### config.mk
export PLATFORM = sky130hd
export DESIGN_NAME = cv32e40p_obi_mem_arbiter
export DESIGN_NICKNAME = d
export VERILOG_FILES = /design/src/rtl/cv32e40p_obi_arb_pkg.sv /design/src/rtl/cv32e40p_obi_arb_src_fifo.sv /design/src/rtl/cv32e40p_obi_mem_arbiter.sv
export SDC_FILE = /design/constraint.sdc
export NUM_CORES = 1
export LEC_CHECK = 0
export CORE_AREA = 2 2 108 110
export DETAILED_ROUTE_END_ITERATION = 16
export DIE_AREA = 0 0 110 112
export SYNTH_ARGS = -nofsm -noshare
export SYNTH_HDL_FRONTEND = slang
export SYNTH_SLANG_ARGS = --single-unit
### constraint.sdc
create_clock -name clk_i -period 2.8 [get_ports clk_i]
set_input_delay 0.56 -clock clk_i [delete_from_list [all_inputs] [get_ports clk_i]]
set_output_delay 0.56 -clock clk_i [all_outputs]
set_load 0.01 [all_outputs]
### src/rtl/cv32e40p_obi_arb_pkg.sv
// Shared types and limits for the cv32e40p OBI instruction/data memory arbiter.
package cv32e40p_obi_arb_pkg;

  typedef enum logic {SRC_INSTR = 1'b0, SRC_DATA = 1'b1} arb_src_e;

  typedef enum logic {ARB_IDLE = 1'b0, ARB_LOCKED = 1'b1} arb_state_e;

  localparam int unsigned ARB_MAX_OUTSTANDING_LIMIT = 8;

endpackage

### src/rtl/cv32e40p_obi_arb_src_fifo.sv
// In-order FIFO of granted-transaction sources; push and pop may coincide even when full.
module cv32e40p_obi_arb_src_fifo
  import cv32e40p_obi_arb_pkg::*;
#(
  parameter int unsigned DEPTH = 2,
  parameter int unsigned CNT_W = 2
) (
  input  logic             clk_i,
  input  logic             rst_i,
  input  logic             push_i,
  input  arb_src_e         data_i,
  input  logic             pop_i,
  output arb_src_e         head_o,
  output logic [CNT_W-1:0] count_o,
  output logic             full_o,
  output logic             empty_o
);

  localparam int unsigned PTR_W = (DEPTH > 1) ? $clog2(DEPTH) : 1;

  arb_src_e             mem_q [DEPTH];
  arb_src_e             mem_d [DEPTH];
  logic [PTR_W-1:0]     wr_ptr_q, wr_ptr_d;
  logic [PTR_W-1:0]     rd_ptr_q, rd_ptr_d;
  logic [CNT_W-1:0]     count_q, count_d;
  logic                 push_eff, pop_eff;

  function automatic logic [PTR_W-1:0] ptr_inc(input logic [PTR_W-1:0] ptr);
    return (ptr == PTR_W'(DEPTH - 1)) ? '0 : ptr + 1'b1;
  endfunction

  assign empty_o = (count_q == '0);
  assign full_o  = (count_q == CNT_W'(DEPTH));
  assign head_o  = mem_q[rd_ptr_q];
  assign count_o = count_q;

  always_comb begin
    pop_eff  = pop_i & ~empty_o;
    push_eff = push_i & (~full_o | pop_eff);
    mem_d    = mem_q;
    wr_ptr_d = wr_ptr_q;
    rd_ptr_d = rd_ptr_q;
    if (push_eff) begin
      mem_d[wr_ptr_q] = data_i;
      wr_ptr_d        = ptr_inc(wr_ptr_q);
    end
    if (pop_eff) begin
      rd_ptr_d = ptr_inc(rd_ptr_q);
    end
    count_d = count_q + CNT_W'(push_eff) - CNT_W'(pop_eff);
  end

  always_ff @(posedge clk_i) begin
    if (rst_i) begin
      wr_ptr_q <= '0;
      rd_ptr_q <= '0;
      count_q  <= '0;
    end else begin
      wr_ptr_q <= wr_ptr_d;
      rd_ptr_q <= rd_ptr_d;
      count_q  <= count_d;
    end
  end

  always_ff @(posedge clk_i) begin
    mem_q <= mem_d;
  end

endmodule

### src/rtl/cv32e40p_obi_mem_arbiter.sv
// Two-to-one OBI arbiter (fetch + load/store onto one memory port) with in-order response routing.
// Define CV32E40P_ARB_RR_EN for round-robin ties; otherwise data has fixed priority.
module cv32e40p_obi_mem_arbiter
  import cv32e40p_obi_arb_pkg::*;
#(
  parameter int unsigned MAX_OUTSTANDING = 2,
  parameter int unsigned ADDR_W          = 32,
  parameter int unsigned DATA_W          = 32
) (
  input  logic                                   clk_i,
  input  logic                                   rst_i,
  input  logic                                   instr_req_i,
  input  logic [ADDR_W-1:0]                      instr_addr_i,
  output logic                                   instr_gnt_o,
  output logic                                   instr_rvalid_o,
  output logic [DATA_W-1:0]                      instr_rdata_o,
  input  logic                                   data_req_i,
  input  logic                                   data_we_i,
  input  logic [DATA_W/8-1:0]                    data_be_i,
  input  logic [ADDR_W-1:0]                      data_addr_i,
  input  logic [DATA_W-1:0]                      data_wdata_i,
  output logic                                   data_gnt_o,
  output logic                                   data_rvalid_o,
  output logic [DATA_W-1:0]                      data_rdata_o,
  output logic                                   mem_req_o,
  output logic                                   mem_we_o,
  output logic [DATA_W/8-1:0]                    mem_be_o,
  output logic [ADDR_W-1:0]                      mem_addr_o,
  output logic [DATA_W-1:0]                      mem_wdata_o,
  input  logic                                   mem_gnt_i,
  input  logic                                   mem_rvalid_i,
  input  logic [DATA_W-1:0]                      mem_rdata_i,
  output logic [$clog2(MAX_OUTSTANDING+1)-1:0]   outstanding_o,
  output logic                                   resp_err_o
);

  localparam int unsigned CNT_W = $clog2(MAX_OUTSTANDING + 1);
  localparam int unsigned DEPTH =
    (MAX_OUTSTANDING > ARB_MAX_OUTSTANDING_LIMIT) ? ARB_MAX_OUTSTANDING_LIMIT :
    (MAX_OUTSTANDING < 1) ? 1 : MAX_OUTSTANDING;

  arb_state_e       state_q, state_d;
  arb_src_e         lock_src_q, lock_src_d;
  arb_src_e         winner, sel, fifo_head;
  logic             resp_err_q, resp_err_d;
  logic             init_q;
  logic             blocked, any_req, push, pop, full_eff;
  logic             fifo_full, fifo_empty;
  logic [CNT_W-1:0] fifo_count;
`ifdef CV32E40P_ARB_RR_EN
  arb_src_e         last_q, last_d;
`endif

  // init_q holds the handshake/response outputs low for the first cycle after reset release.
  always_comb begin
    blocked  = rst_i | init_q;
    pop      = mem_rvalid_i & ~fifo_empty & ~blocked;
    full_eff = fifo_full & ~pop;

    winner = data_req_i ? SRC_DATA : SRC_INSTR;
`ifdef CV32E40P_ARB_RR_EN
    if (instr_req_i & data_req_i) begin
      winner = (last_q == SRC_INSTR) ? SRC_DATA : SRC_INSTR;
    end
`endif

    state_d    = state_q;
    lock_src_d = lock_src_q;
    if (state_q == ARB_LOCKED) begin
      sel     = lock_src_q;
      any_req = (lock_src_q == SRC_DATA) ? data_req_i : instr_req_i;
    end else begin
      sel     = winner;
      any_req = instr_req_i | data_req_i;
    end

    mem_req_o = any_req & ~full_eff & ~blocked;
    push      = mem_req_o & mem_gnt_i;

    case (state_q)
      ARB_IDLE: begin
        if (mem_req_o & ~mem_gnt_i) begin
          state_d    = ARB_LOCKED;
          lock_src_d = sel;
        end
      end
      ARB_LOCKED: begin
        if (push) state_d = ARB_IDLE;
      end
      default: state_d = ARB_IDLE;
    endcase

    if (sel == SRC_DATA) begin
      mem_we_o    = data_we_i;
      mem_be_o    = data_be_i;
      mem_addr_o  = data_addr_i;
      mem_wdata_o = data_wdata_i;
    end else begin
      mem_we_o    = 1'b0;
      mem_be_o    = '1;
      mem_addr_o  = instr_addr_i;
      mem_wdata_o = '0;
    end

    instr_gnt_o    = push & (sel == SRC_INSTR);
    data_gnt_o     = push & (sel == SRC_DATA);
    instr_rvalid_o = pop & (fifo_head == SRC_INSTR);
    data_rvalid_o  = pop & (fifo_head == SRC_DATA);
    instr_rdata_o  = mem_rdata_i;
    data_rdata_o   = mem_rdata_i;

    resp_err_d = resp_err_q | (mem_rvalid_i & fifo_empty & ~blocked);
`ifdef CV32E40P_ARB_RR_EN
    last_d = push ? sel : last_q;
`endif
  end

  assign outstanding_o = fifo_count;
  assign resp_err_o    = resp_err_q;

  always_ff @(posedge clk_i) begin
    if (rst_i) begin
      state_q    <= ARB_IDLE;
      lock_src_q <= SRC_INSTR;
      resp_err_q <= 1'b0;
      init_q     <= 1'b1;
`ifdef CV32E40P_ARB_RR_EN
      last_q     <= SRC_INSTR;
`endif
    end else begin
      state_q    <= state_d;
      lock_src_q <= lock_src_d;
      resp_err_q <= resp_err_d;
      init_q     <= 1'b0;
`ifdef CV32E40P_ARB_RR_EN
      last_q     <= last_d;
`endif
    end
  end

  cv32e40p_obi_arb_src_fifo #(
    .DEPTH (DEPTH),
    .CNT_W (CNT_W)
  ) u_src_fifo (
    .clk_i   (clk_i),
    .rst_i   (rst_i),
    .push_i  (push),
    .data_i  (sel),
    .pop_i   (pop),
    .head_o  (fifo_head),
    .count_o (fifo_count),
    .full_o  (fifo_full),
    .empty_o (fifo_empty)
  );

endmodule

==> out/qor.yml <==
power:
  powerDensity_mw_per_mm2: 289
  irDropWorstVdd_mv: 0.185
  p_leak_nw: 1.24
yosys:
  syn_area_mm2: 0.00160
  yosysUniqueCellTypes: 29
  ys.flop_type: "dfxtp_1"
  syn_inst: 190
  synth-edff-count: 2
  yosysSeqAreaShare_pct: 13.7
  synth.area.top_cells: "buf_4 (30%), mux2_2 (22%), nor2b_1 (13%)"
  synth_area_leader_cell: "buf_4"
  synth_top_area_share_pct: 30.0
  synthTopCellsByCount: "buf_4 (64), nor2b_1 (34), mux2_2 (32)"
  async_reset_ff_share_pct: 0
  synth_seq_cells: 10
  yosys_warnings: 0
  synth_nets: 330
  yosysMostFrequentCell: "buf_4"
  syn_area_per_cell_um2: 8.43
sta:
  tightest_slew_ps: 477
  fmax_mhz: 365
  max_slew_margin_pct: 68.1
  clock_skew_ps: 1.36
  rsz0062_at_grt: "false"
  min_period_ps: 2740
  finalHoldViolations: 0
  finalSetupViolCount: 0
  fin_crit_sh_pct: 97.9
  worst_slack_ps: 57.6
  fin_setup_tns_ps: 0
  drv_slew: 0
worst_hold_path:
  min_path_type: "reg2reg"
global_routing:
  antenna_found_initial: 0
  grt_max_degree: 41
  grt-ovfl-total: 0
  grt_pass1_wl_mm: 9.26
  grt_usage_pct: 9.65
  grt_pass1_vias: 1784
critical_path:
  worstPathRequired_ps: 2240
  path_class: "in2out"
  cp.arrival_ps: 2180
  crit_chain: "dlygate4sd2_1, mux2i_4, buf_12, mux2_2, clkdlybuf4s50_1"
  end_kind: "primary output"
  slowest_delay_ps: 480
  cp_max_fo: 40
  crit_path_start_kind: "primary input"
  worstPathBufferInverterCount: 3
  crit_family: "buffers and inverters"
  cp_slowest_cell: "clkdlybuf4s50_1"
routing:
  ant_nets: 0
  first_pass_iters: 4
  wire_per_inst_um: 14.1
  wirelength_mm: 6.49
  vias_per_cell: 3.64
  drt_iter0_markers: 33
  drc_errors: 0
  routed-via-count: 1669
floorplan:
  initial_utilization_pct: 14.3
  die_w_um: 110
  core_mm2: 0.0112
  io-pin-count: 280
  rows: 39
  die_y_um: 112
  dieArea_mm2: 0.0123
finish:
  final_core_util_pct: 29.4
  drive_above_1_share_pct: 18.4
  diodes: 0
  fill_cells: 1155
  nNetsFinal: 457
  area_delta_synth_final_pct: 105
place:
  io_buffers: 183
  dp_hpwl_mm: 5.70
  gp_congestion: 0.685
  pre_cts_ws_ps: -232
clock_tree:
  clkTransAtPathRegs_ps: 40
  root_buffer: "clkbuf_16"
  cts_buffers: 3
  cts_tree: "built"
  clk_latency_ps: 230
  ctsHoldBuffers: 0
  cts_max_path_buffers: 2
  cts_num_sinks: 10
  h-tree-depth: 1
status:
  status: "finished clean"
run:
  maxCapViolations: 0
-- per-layer routing --
layer / part of all wire [%] / GRT usage (%) / wire length (µm)
met5: 0 / 0 / 0
met4: 3.9 / 4.89 / 253
met3: 7.8 / 2.52 / 509
met1: 36 / 10.3 / 2320
met2: 52 / 17.1 / 3410
-- through the flow --
stage	cell area (µm²)	instances	hold WS [ps]	total power, mW
5_1_grt	3290	459	520	0.995
2_1_floorplan	1600	190	446	0.428
4_1_cts	3290	459	492	0.958
6_report	3290	459	492	0.951
3_3_place_gp	3200	454	452	0.675
3_5_place_dp	3200	454	478	0.678
-- placed cells by master (no fill, tap or decap) --
cell type / count
clkbuf_16: 3
nor3b_1: 1
a311oi_1: 1
buf_4: 10
a211oi_1: 1
nor2b_1: 34
buf_12: 1
xor2_1: 1
clkdlybuf4s50_1: 177
nor2_1: 11
or2_2: 4
inv_1: 5
nor4b_1: 1
mux2i_4: 1
and3_2: 1
a2111oi_4: 1
clkbuf_8: 1
xnor2_1: 1
ha_1: 1
a31o_2: 1
a41o_1: 1
dlygate4sd2_1: 6
mux2_2: 32
nand2_2: 1
nand2b_1: 1
edfxtp_1: 2
mux2i_1: 4
or4b_4: 1
or2_4: 1
a31oi_1: 1
a21oi_1: 1
dfxtp_1: 8
-- power breakdown --
part / total, mW / leakage [nW] / internal [mW] / switching (mW)
Sequential: 0.163 / 0.0838 / 0.155 / 0.00757
Combinational: 0.512 / 1.12 / 0.345 / 0.166
Clock: 0.277 / 0.0442 / 0.214 / 0.0622
Total: 0.951 / 1.24 / 0.715 / 0.236
-- kinds of logic after synthesis --
logic type | share of synthesized area, %
compound gates | 4.61
xor+xnor | 1.09
fa+ha+maj | 0.781
buf+inv | 33.4
flops | 13.7
mux | 25.6
simple gates | 20.7
-- layout make-up --
type | instances | area (µm²) | share of cell area (%)
inverter | 5 | 18.8 | 0.570
timing repair buffer | 194 | 1920 | 58.3
clock buffer | 4 | 88.8 | 2.70
tap | 143 | 179 | 5.44
sequential | 10 | 220 | 6.69
multi-input combinational | 103 | 865 | 26.3
-- registers in the layout, indices dropped and copies added, names as in the netlist, named ones only --
name,flops
u_src_fifo.count_o,2
u_src_fifo.mem_q,2
init_q,1
lock_src_q,1
resp_err_o,1
u_src_fifo.rd_ptr_q,1
u_src_fifo.wr_ptr_q,1
-- path summary, 6_finish.rpt --
kind / from / end / slack (ps) / cells past startpoint
hold reg to reg: u_src_fifo.wr_ptr_q / u_src_fifo.wr_ptr_q / 490 / 1
hold / removal: u_src_fifo.wr_ptr_q / u_src_fifo.wr_ptr_q / 490 / 1
setup / recovery: data_req_i / mem_addr_o[24] / 60 / 5
setup reg to reg: u_src_fifo.count_o[0] / u_src_fifo.count_o[1] / 880 / 8
-- repair_timing --
action | in CTS | in global routing
setup endpoints to repair | 53 | 0
resized for setup | 8 | 0
setup buffers | 1 | 0
No activity file was read; power rests on OpenSTA's default activity.
